File: src/rtl/pipe_stage_buf.sv
// ---------------------------------------------------------------------------
// pipe_stage_buf
//   Inter-stage pipeline register with a valid/ready handshake, a synchronous
//   flush, and an optional two-entry skid buffer. The payload is an opaque bus.
//   The instantiating stage packs its own fields into it.
//
// Handshake: a transfer happens on a rising clk edge when valid and ready are
//   both 1 on that side (in_fire = in_valid & in_ready,
//   out_fire = out_valid & out_ready). A producer keeps valid and data stable
//   until the transfer happens. in_valid may not depend on in_ready.
//
// Parameters
//   WIDTH       payload width (>= 1)
//   SKID        1: two entries, registered in_ready; 0: one entry, comb in_ready
//   ZERO_BUBBLE 1: out_data reads zero whenever the block is empty
//   CNT_W       stall counter width
//
// Ports
//   clk, rst          clock, asynchronous active-high reset
//   flush             synchronous kill of all held entries
//   in_valid/in_ready/in_data     upstream side
//   out_valid/out_ready/out_data  downstream side (out_data registered)
//   occupancy         held entries (0..2); this is also the FSM state
//   stall_cnt         saturating count of cycles with out_valid & !out_ready
// ---------------------------------------------------------------------------
module pipe_stage_buf #(
    parameter int WIDTH       = 32,
    parameter int SKID        = 1,
    parameter int ZERO_BUBBLE = 1,
    parameter int CNT_W       = 16
) (
    input  logic             clk,
    input  logic             rst,
    input  logic             flush,
    input  logic             in_valid,
    output logic             in_ready,
    input  logic [WIDTH-1:0] in_data,
    output logic             out_valid,
    input  logic             out_ready,
    output logic [WIDTH-1:0] out_data,
    output logic [1:0]       occupancy,
    output logic [CNT_W-1:0] stall_cnt
);

    // The encoding equals the number of held entries, so occupancy is the
    // state register itself.
    typedef enum logic [1:0] {
        EMPTY = 2'd0,
        ONE   = 2'd1,
        FULL  = 2'd2
    } state_t;

    state_t           state;
    state_t           state_nxt;
    logic [WIDTH-1:0] main_data;
    logic [WIDTH-1:0] main_nxt;
    logic [WIDTH-1:0] skid_data;
    logic [WIDTH-1:0] skid_nxt;
    logic             skid_valid;
    logic             in_fire;
    logic             out_fire;

    assign in_fire   = in_valid & in_ready;
    assign out_fire  = out_valid & out_ready;
    assign out_data  = main_data;
    assign occupancy = state;

    // State and payload registers.
    always_ff @(posedge clk or posedge rst) begin
        if (rst) begin
            state     <= EMPTY;
            main_data <= '0;
            skid_data <= '0;
        end else begin
            state     <= state_nxt;
            main_data <= main_nxt;
            skid_data <= skid_nxt;
        end
    end

    // Next-state and payload steering. flush overrides every transfer.
    // An input accepted in the flush cycle is dropped.
    always_comb begin
        state_nxt = state;
        main_nxt  = main_data;
        skid_nxt  = skid_data;
        if (flush) begin
            state_nxt = EMPTY;
            if (ZERO_BUBBLE != 0) main_nxt = '0;
        end else begin
            case (state)
                EMPTY: begin
                    if (in_fire) begin
                        state_nxt = ONE;
                        main_nxt  = in_data;
                    end
                end
                ONE: begin
                    if (in_fire && out_fire) begin
                        main_nxt = in_data;
                    end else if (in_fire && (SKID != 0)) begin
                        // The downstream stage is stalled, so the new payload
                        // goes into the skid entry behind the current one.
                        state_nxt = FULL;
                        skid_nxt  = in_data;
                    end else if (out_fire) begin
                        state_nxt = EMPTY;
                        if (ZERO_BUBBLE != 0) main_nxt = '0;
                    end
                end
                FULL: begin
                    // in_ready is 0 in FULL, so only the drain case applies.
                    if (out_fire) begin
                        state_nxt = ONE;
                        main_nxt  = skid_data;
                    end
                end
                default: state_nxt = EMPTY;
            endcase
        end
    end

    // Outputs decoded from the state register. With SKID=1, in_ready comes
    // from state only, so no path exists from out_ready to in_ready.
    always_comb begin
        out_valid  = (state != EMPTY);
        skid_valid = (state == FULL);
        if (SKID != 0) in_ready = !skid_valid;
        else           in_ready = !out_valid || out_ready;
    end

    // Stall counter. It saturates at all-ones and flush does not clear it.
    always_ff @(posedge clk or posedge rst) begin
        if (rst) begin
            stall_cnt <= '0;
        end else if (out_valid && !out_ready && (stall_cnt != '1)) begin
            stall_cnt <= stall_cnt + CNT_W'(1);
        end
    end

endmodule

File: config.mk
export PLATFORM = sky130hd
export DESIGN_NAME = pipe_stage_buf
export DESIGN_NICKNAME = d
export VERILOG_FILES = /design/src/rtl/pipe_stage_buf.sv
export SDC_FILE = /design/constraint.sdc
export NUM_CORES = 1
export LEC_CHECK = 0
export CAP_MARGIN = 15
export CORE_MARGIN = 2
export CORE_UTILIZATION = 55
export DETAILED_ROUTE_END_ITERATION = 16
export DONT_BUFFER_PORTS = 1
export PLACE_DENSITY = 0.75
export SYNTH_ARGS = -nofsm -noshare
export SYNTH_HDL_FRONTEND = slang
export SYNTH_SLANG_ARGS = --single-unit
File: constraint.sdc
create_clock -name clk -period 4.2 [get_ports clk]
set_clock_uncertainty 0.1 [all_clocks]
set_input_delay 1.05 -clock clk [delete_from_list [all_inputs] [get_ports clk]]
set_output_delay 1.05 -clock clk [all_outputs]
set_load 0.05 [all_outputs]
# Word level (Yosys, flattened, before mapping)
# Index checks and enable logic that the tools add are counted.
[totals]
output_inout_bits = 52
regBits = 82
wordCells = 43
[op_classes]
bitwise = 4
addsub = 1
reduce_logical = 11
n_eq_ne = 9
n_mux = 14
[ops]
columns = ["operator", "n"]
rows = [
  ["32-bit two-way mux", 6],
  ["32-bit case mux with 3 select lines", 1],
  ["16-bit by 1-bit adder with 16-bit output, second input constant", 1],
  ["16-bit != test, second input constant", 1],
  ["2-bit two-way mux", 6],
  ["4-bit != test, second input constant", 3],
  ["4-bit AND reduction", 2],
  ["3-bit != test, second input constant", 2],
  ["2-bit case mux with 3 select lines", 1],
  ["5-bit AND reduction", 1],
  ["4-bit nonzero test", 1],
  ["1-bit logical AND", 3],
  ["3-bit by 2-bit != test with 1-bit output, second input constant", 1],
  ["1-bit AND", 2],
  ["2-bit by 1-bit equality test with 1-bit output, second input constant", 1],
  ["2-bit equality test, second input constant", 1],
  ["1-bit zero test", 2],
  ["2-bit zero test", 1],
  ["1-bit NOT", 2],
  ["2-bit nonzero test", 1],
]

# Depth between registers and ports, before layout
# Gate-level depths: netlist (run 1).
[depth]
depth_word = 7
ltp_mapped = 9
mapped_depth_nobuf = 6

# Worst setup path before layout (run 1)
# Ideal clock, no wire load.
[synth_timing]
path_type = "reg-to-output"
start = "register state[0] (netlist: occupancy[0])"
end = "output port out_valid"
t_arrival_ns = 1.453
setup_slack_ns = 1.597
stages_incl_launch_ff = 5
cell_sequence = "dfrtp_1 > inv_1 > ha_1 > buf_6 > inv_1"
[synth_between]
elab_chain_len = 1
[synth_rtl]
columns = ["element", "line", "source"]
rows = [
  ["start, declared", "53", "state_t state;"],
  ["start signal, assigned", "75", "state <= state_nxt;"],
  ["2-bit nonzero test", "126", "out_valid = (state != EMPTY);"],
  ["end, declared", "38", "output logic out_valid,"],
]
# Every way passes these cells.

# Final worst setup path (run 1)
[layout_timing]
start = "register state[0] (netlist: occupancy[0])"
end = "register main_data[2] (netlist: out_data[2])"
[layout_between]
elab_chain_len = 7
elab_cells_between_ends = 17
cone_classes = "6 x eq/ne; 3 x mux; 2 x bitwise; 6 x reduce/logical"
[layout_rtl]
columns = ["element", "line", "source"]
rows = [
  ["2-bit equality test", "91, 127", ""],
  ["1-bit zero test", "128", "if (SKID != 0) in_ready = !skid_valid;"],
  ["1-bit AND", "63", "assign in_fire = in_valid & in_ready;"],
  ["1-bit logical AND", "99", "if (in_fire && out_fire) begin"],
  ["32-bit two-way mux", "99", ""],
  ["32-bit case mux with 3 select lines", "91", "case (state)"],
  ["32-bit two-way mux", "87", "if (flush) begin"],
  ["end signal, assigned", "76", "main_data <= main_nxt;"],
  ["end, declared", "55", "logic [WIDTH-1:0] main_data;"],
]
# Parallel ways exist; a longest one is shown, timed or not.
# A chain may end at the register's enable or synchronous reset.

==> metrics.txt, run 1 <==
reg-to-reg startpoint=occupancy[0]; Synthesis Warnings=0; via/cell ratio=6.32; crit path kind=flip-flop to flip-flop; Worst Setup End Kind=flip-flop; core footprint=7140 sq um; die area=7950 sq um; clk sinks=82; Rel. slew slack=28.5%; hold crit path type=flip-flop to flip-flop; DIE WIDTH=89.2 um; Max Cap Viol=0; I/O Buffers=0; Synth top area share=51.4%; Worst EP arrival=3.65 ns; area delta synth->final=6.77%; first-pass GRT wire length=12900 um; top fanout value on the critical path=33; Final ANT Viol Nets=0; final setup fails=0; required time worst endpoint=4.29 ns; #FFs+latches synth=82; Clock Latency Late Sink=0.35 ns; Peak supply drop=0.000411 V; number of antenna violations at the first check in global routing=0; Synth area leader=dfrtp_1; I/O Pins=89; pre-CTS setup slack=0.616 ns; syn_area_per_cell=12.3 sq um; top cells by area, synth=dfrtp_1 (51%), mux2_2 (9.6%), a211oi_2 (9.4%); largest net degree at the start of global routing=57; final worst slack=0.638 ns; drt wl/cell=19.5 um; PD cells=814 nW/um^2; period utilisation layout=84.8%; DPL Wire Length=5240 um; Total Wirelength=8130 um; share of cells above drive strength 1=27.7%; GRT Total Usage=21.2%; routability cong.=0.863; height of the die=89.2 um; Syn Std Cell Area=3990 sq um; post-cts sizing count=0; Vias=2636; ANT cells=0; CTS buffer count=9; setup bufs post-CTS=0; Mapped Cells=324; vias in the first global route=2635; final setup TNS=0 ns; hold_sp=skid_data[31]; drt drc=0; Synthesized Nets=366; global route overflow=0; Worst-Margin Slew=1.07 ns; Period minus WS final=3.56 ns; Iter 0 DRT Violations=210; register area share after synthesis=51.4%; Hold Slack=0.411 ns; Longest Clk Path Bufs=2; LEAKAGE=1.80 nW; hold buffers post-CTS=0; Pins Over Slew Limit=0; CTS root buffer=clkbuf_8; final net count=355; Critical Path Start=occupancy[0]; Fillers=607; FP Rows=31; DRT Pass-1 Iters=8; Max Freq=281 MHz; Starting Density=55.9%; Clock transition at path regs=0.08 ns; flop2flop setup slack=0.64 ns; startpoint types=flip-flop; Fin. Hold Viols=0; RSZ-0062 raised after global routing=false; Tot Pwr=3.47 mW; CTS tree=done; library cells used by synthesis=35; H-tree depth=3; outcome=complete, no violations
registers in the layout, summed over array words and instances (netlist names):
signal and flops:
out_data 32, stall_cnt 16, skid_data 32, occupancy 2
layout make-up:
class	count	area, sq um	share of cell area (%)
timing repair buffer	4	50.0	1.17
tap	99	124	2.91
multi-input combinational	177	1670	39.1
clock inverter	4	75.1	1.76
inverter	39	148	3.47
sequential	82	2050	48.2
clock buffer	12	145	3.41
stage by stage:
stage | utilization, % | cells | cell area [sq um]
2_1_floorplan | - | 324 | 3990
3_3_place_gp | 56.2 | 400 | 4010
3_5_place_dp | 56.2 | 400 | 4010
4_1_cts | 59.3 | 416 | 4230
5_1_grt | 59.7 | 417 | 4260
6_report | 59.7 | 417 | 4260
placed cells by master, fill, tap and decap left out, types with 3 or more instances in the layout:
master	count
a211oi_2	30
a222oi_1	32
and3_1	6
and4_1	3
buf_4	3
clkbuf_8	10
dfrtp_1	82
ha_1	5
inv_1	38
mux2_2	34
nand2_1	7
nand3_1	5
nand4_1	9
nor2_1	5
nor3_1	4
xnor2_1	11
worst paths after layout:
check,to,depth (start not counted)
setup / recovery,out_data[2],6
hold / removal,skid_data[31],1
setup reg to reg,out_data[2],6
hold reg to reg,skid_data[31],1
max in group asynchronous,skid_data[3],2
min in group asynchronous,out_data[8],1
worst max-delay path: stages, from the launching register on:
cell and delay [ns]:
dfrtp_1 0.70, inv_1 0.17, ha_1 0.34, nand3b_1 0.12, a211o_1 0.83, and2_2 0.96, a211oi_1 0.17
cell usage after synthesis:
cell type	number
and3_1	6
a211o_1	2
mux2_1	2
nor4_1	1
and4_1	3
nand2_1	7
mux2i_1	2
clkbuf_1	15
o21ai_0	1
nand3_1	5
ha_1	5
o21ai_1	2
nand2b_1	2
buf_6	5
a211oi_1	2
nand3b_1	2
nand4_1	9
xor2_1	1
o21bai_1	1
inv_1	39
and2_1	3
a41oi_1	1
mux2_2	34
buf_2	5
xnor2_1	11
a222oi_1	32
or2_2	1
nand2b_4	1
nor3_1	4
buf_1	1
o32ai_1	1
nor2_1	5
a211oi_2	30
nor2b_1	1
dfrtp_1	82
routing by layer:
| metal | share of wire [%] | GRT usage (%) | vias to the layer above |
|---|---|---|---|
| met4 | 1.4 | 9.23 | 0 |
| met1 | 39 | 26.0 | 1350 |
| li1 | - | - | 1187 |
| met3 | 9.2 | 6.74 | 9 |
| met5 | 0 | 0 | - |
| met2 | 50 | 34.3 | 90 |
cells by family after synthesis:
group           synth area share, %
compound gates                 19.3
xor+xnor                       2.63
fa+ha+maj                      1.57
buf+inv                        7.21
flops                          51.4
mux                            10.7
simple gates                   7.24
power breakdown:
| part | switching [mW] | internal (mW) | leakage [nW] |
|---|---|---|---|
| logic | 0.507 | 0.420 | 0.650 |
| clock network | 0.281 | 0.352 | 0.103 |
| registers | 0.815 | 1.10 | 1.05 |
Power figures use the tool's default switching activity.
==> run 2: changes to the inputs <==
--- a/config.mk
+++ b/config.mk
@@ -10,7 +10,7 @@
 export CORE_UTILIZATION = 55
 export DETAILED_ROUTE_END_ITERATION = 16
 export DONT_BUFFER_PORTS = 1
-export PLACE_DENSITY = 0.75
+export PLACE_DENSITY = 0.78
 export SYNTH_ARGS = -nofsm -noshare
 export SYNTH_HDL_FRONTEND = slang
 export SYNTH_SLANG_ARGS = --single-unit
==> constraint.sdc (replaced) <==
create_clock -name clk -period 3.05 [get_ports clk]
set_clock_uncertainty 0.1 [all_clocks]
set_input_delay 0.7625 -clock clk [delete_from_list [all_inputs] [get_ports clk]]
set_output_delay 0.7625 -clock clk [all_outputs]
set_load 0.05 [all_outputs]
==> metrics.txt, run 2 (synthesis results as in run 1) <==
height of the die=89.2 um; Longest Clk Path Bufs=2; vias in the first global route=2681; Clock transition at path regs=0.09 ns; RSZ-0062 raised after global routing=false; ANT cells=0; cells along the critical path=inv_1 > ha_1 > nand2b_4 > o21ai_4 > mux2_2; clock power share=19.1%; final setup fails=0; GRT Total Usage=21.9%; post-route cell area=4370 sq um; outcome=complete, no violations; DIE WIDTH=89.2 um; Fillers=604; Hold Slack=0.303 ns; commonest non-fill, non-tap cell in the layout=dfrtp_1; combinational share of power=29.1%; CTS root buffer=clkbuf_8; Worst-Margin Slew=1.08 ns; CTS buffer count=9; H-tree depth=3; crit path kind=flip-flop to flip-flop; Pins Over Slew Limit=0; setup bufs post-CTS=0; die area=7950 sq um; Starting Density=55.9%; via/cell ratio=6.25; placed cells=411; number of antenna violations at the first check in global routing=0; post-cts sizing count=0; Rel. slew slack=27.5%; final setup TNS=0 ns; P_sw=2.23 mW; Worst EP arrival=2.63 ns; Clock Latency Late Sink=0.35 ns; LEAKAGE=1.87 nW; global route overflow=0; Post-Layout Cell Count=428; hold buffers post-CTS=0; Worst Setup End Kind=flip-flop; I/O Pins=89; startpoint types=flip-flop; DRT Pass-1 Iters=7; largest net degree at the start of global routing=44; routability cong.=0.806; Max Cap Viol=0; Total Wirelength=8450 um; sw frac=45.5%; Peak supply drop=0.000694 V; clk sinks=82; share of cells above drive strength 1=30.4%; Crit path largest cell delay=0.83 ns; Fin. Hold Viols=0; required time worst endpoint=3.18 ns; Iter 0 DRT Violations=302; area delta synth->final=9.41%; CP max stage cell=o21ai_4; Max Freq=400 MHz; Vias=2676; drt drc=0; FP Rows=31; most frequent cells in the layout=dfrtp_1 (82), inv_1 (38), mux2_2 (34); Tot Pwr=4.90 mW; first-pass GRT wire length=13200 um; period utilisation layout=81.9%; core footprint=7140 sq um; top fanout value on the critical path=32; internal power=2.67 mW; hold crit path type=primary input to async pin; Final ANT Viol Nets=0; final net count=366; Period minus WS final=2.50 ns; I/O Buffers=0; PD cells=1120 nW/um^2; DPL Wire Length=5410 um; CTS tree=done; drt wl/cell=19.7 um; placed inst area=4110 sq um; register share of total power=51.8%
## run 2: changes by cell type in the layout (fill, tap and decap cells not counted)
cell	change
clkbuf_1	-1
clkbuf_8	-1
buf_12	+1
clkinvlp_4	-1
buf_16	-1
bufinv_16	+1
clkinv_4	+2
buf_4	+10
buf_8	+1
## run 2: layer usage
metal	share of wire, %	GRT usage (%)	up-vias
li1	-	-	1221
met1	40	27.4	1341
met2	49	34.5	103
met3	9.6	7.57	11
met4	1.2	9.36	0
met5	0	0	-
## run 2: path summary, 6_finish.rpt
path | depth (start not counted) | slack, ns | end | from
max in group asynchronous | 2 | 1.90 | skid_data[5] | rst
setup reg to reg | 5 | 0.55 | skid_data[0] | occupancy[1]
min in group clk | 1 | 0.37 | out_data[6] | flush
hold reg to reg | 1 | 0.41 | skid_data[3] | skid_data[3]
setup / recovery | 5 | 0.55 | skid_data[0] | occupancy[1]
hold / removal | 1 | 0.30 | out_data[6] | rst
## run 2: cell type report
type                    count  area [sq um]  share of cell area (%)
clock buffers              10           128                    2.92
multi-input cells         177          1670                    38.2
well taps                  99           124                    2.84
repair buffers             15           133                    3.04
clock inverters             6           115                    2.64
inverters                  39           148                    3.38
flip-flops and latches     82          2050                    47.0
## run 2: power by group through the flow
stage	combinational (mW)	clock, mW	sequential [mW]
after floorplan	1.16	0	2.56
after global placement	1.39	0	2.53
after detailed placement	1.43	0	2.56
after CTS	1.44	0.963	2.54
after global routing	1.56	1.02	2.59
final	1.43	0.937	2.54
## run 2: critical path, delay by kind of cell (launching register included)
family / cells / cell delay (ns)
muxes: 1 / 0.43
AOI/OAI and AO/OA: 1 / 0.83
buffers and inverters: 1 / 0.10
and+or+nand+nor: 1 / 0.21
adders and majority gates: 1 / 0.28
DFF: 1 / 0.41
## run 2: metrics by stage
step	util, %	worst slack [ns]
2_1_floorplan	-	0.0791
3_3_place_gp	57.6	0.555
3_5_place_dp	57.6	0.490
4_1_cts	61.0	0.503
5_1_grt	61.2	0.424
6_report	61.2	0.551
==> run 3: changes to the inputs <==
--- a/config.mk
+++ b/config.mk
@@ -10,7 +10,7 @@
 export CORE_UTILIZATION = 55
 export DETAILED_ROUTE_END_ITERATION = 16
 export DONT_BUFFER_PORTS = 1
-export PLACE_DENSITY = 0.78
+export PLACE_DENSITY = 0.75
 export SYNTH_ARGS = -nofsm -noshare
 export SYNTH_HDL_FRONTEND = slang
 export SYNTH_SLANG_ARGS = --single-unit
==> constraint.sdc (replaced) <==
create_clock -name clk -period 2.5 [get_ports clk]
set_clock_uncertainty 0.1 [all_clocks]
set_input_delay 0.625 -clock clk [delete_from_list [all_inputs] [get_ports clk]]
set_output_delay 0.625 -clock clk [all_outputs]
set_load 0.05 [all_outputs]
==> metrics.txt, run 3 (synthesis results as in run 1) <==
outcome=complete, no violations; Pins Over Slew Limit=0; area of the multi-input gates=1670 sq um; share of cells above drive strength 1=33.5%; post-route cell area=4420 sq um; CTS buffer count=9; Max Cap Viol=0; I/O Buffers=0; CTS root buffer=clkbuf_8; global route overflow=0; height of the die=89.2 um; Final ANT Viol Nets=0; final core occ=62.0%; Worst-Margin Slew=1.02 ns; Starting Density=55.9%; drt wl/cell=19.4 um; RSZ-0062 raised after global routing=false; Peak supply drop=0.000751 V; core footprint=7140 sq um; vias in the first global route=2715; period utilisation layout=94.2%; Crit path largest cell delay=0.76 ns; hold buffers post-CTS=0; final net count=380; DIE WIDTH=89.2 um; top fanout value on the critical path=32; final setup TNS=0 ns; number of antenna violations at the first check in global routing=0; Worst Setup End Kind=flip-flop; hold crit path type=primary input to async pin; post-cts sizing count=0; die area=7950 sq um; Longest Clk Path Bufs=2; Fin. Hold Viols=0; H-tree depth=3; placed inst area=4240 sq um; Hold Slack=0.145 ns; final setup fails=0; startpoint types=flip-flop; Iter 0 DRT Violations=228; commonest non-fill, non-tap cell in the layout=dfrtp_1; DPL Wire Length=5670 um; GRT Total Usage=22.4%; routability cong.=0.801; largest net degree at the start of global routing=40; Period minus WS final=2.36 ns; Clock Latency Late Sink=0.35 ns; DRT Pass-1 Iters=7; I/O Pins=89; setup bufs post-CTS=0; crit path kind=flip-flop to flip-flop; Worst EP arrival=2.45 ns; flop2flop setup slack=0.14 ns; LEAKAGE=1.91 nW; via/cell ratio=6.15; Vias=2720; required time worst endpoint=2.60 ns; Rel. slew slack=32.0%; cells along the critical path=inv_1 > ha_1 > nand3b_1 > a211o_1 > and2_2 > a211oi_1; area delta synth->final=10.9%; PD cells=1310 nW/um^2; most frequent cells in the layout=dfrtp_1 (82), inv_1 (38), mux2_2 (34); FP Rows=31; drt drc=0; reg2reg path depth=6; CP max stage cell=and2_2; first-pass GRT wire length=13500 um; ANT cells=0; clk sinks=82; reg-to-reg startpoint=occupancy[0]; CTS tree=done; Max Freq=425 MHz; Fillers=620; Reg area=2050 sq um; RR Endpoint=out_data[3]; Total Wirelength=8570 um; Clock transition at path regs=0.09 ns
==> run 3: worst max path at each step <==
stage / start / end / cells after the start / slack [ns]
after CTS: occupancy[0] / out_data[9] / 6 / 0.13
after detailed placement: occupancy[0] / out_data[3] / 6 / 0.13
after global placement: occupancy[1] / skid_data[19] / 5 / 0.19
after floorplan: occupancy[0] / out_data[24] / 8 / 0.04
after global routing: occupancy[0] / out_data[8] / 6 / 0.04
final: occupancy[0] / out_data[3] / 6 / 0.14
==> run 3: power by group <==
| group | total [mW] | switching, mW | internal, mW |
|---|---|---|---|
| combinational | 1.92 | 1.11 | 0.817 |
| sequential | 3.00 | 1.15 | 1.84 |
| clock | 0.895 | 0.498 | 0.397 |
==> run 3: final cells by class <==
class | instances | share of cell area (%)
tap | 99 | 2.80
sequential | 82 | 46.4
clock buffer | 10 | 3.11
timing repair buffer | 29 | 5.49
clock inverter | 6 | 1.16
inverter | 39 | 3.39
multi-input combinational | 177 | 37.7
==> run 3: critical path, delay by kind of cell, from the launching register on <==
kind / cells / cell delay [ns]
flip-flops: 1 / 0.41
AO/OA/AOI/OAI: 2 / 0.30
buffers and inverters: 1 / 0.11
AND/OR/NAND/NOR: 2 / 0.92
adder cells (fa/ha/maj): 1 / 0.33
==> run 3: metrics by stage <==
step / worst slack [ns] / std cells / total power [mW]
2_1_floorplan: 0.0407 / 324 / 4.54
3_3_place_gp: 0.189 / 426 / 4.87
3_5_place_dp: 0.133 / 426 / 4.96
4_1_cts: 0.134 / 442 / 5.86
5_1_grt: 0.0361 / 442 / 6.15
6_report: 0.145 / 442 / 5.81
==> run 3: per-layer routing <==
layer,vias to the layer above,wire [um],GRT usage (%)
li1,1245,-,-
met1,1387,3650,28.7
met2,84,4130,34.9
met3,4,755,9.23
met4,0,36,6.65
met5,-,0,0
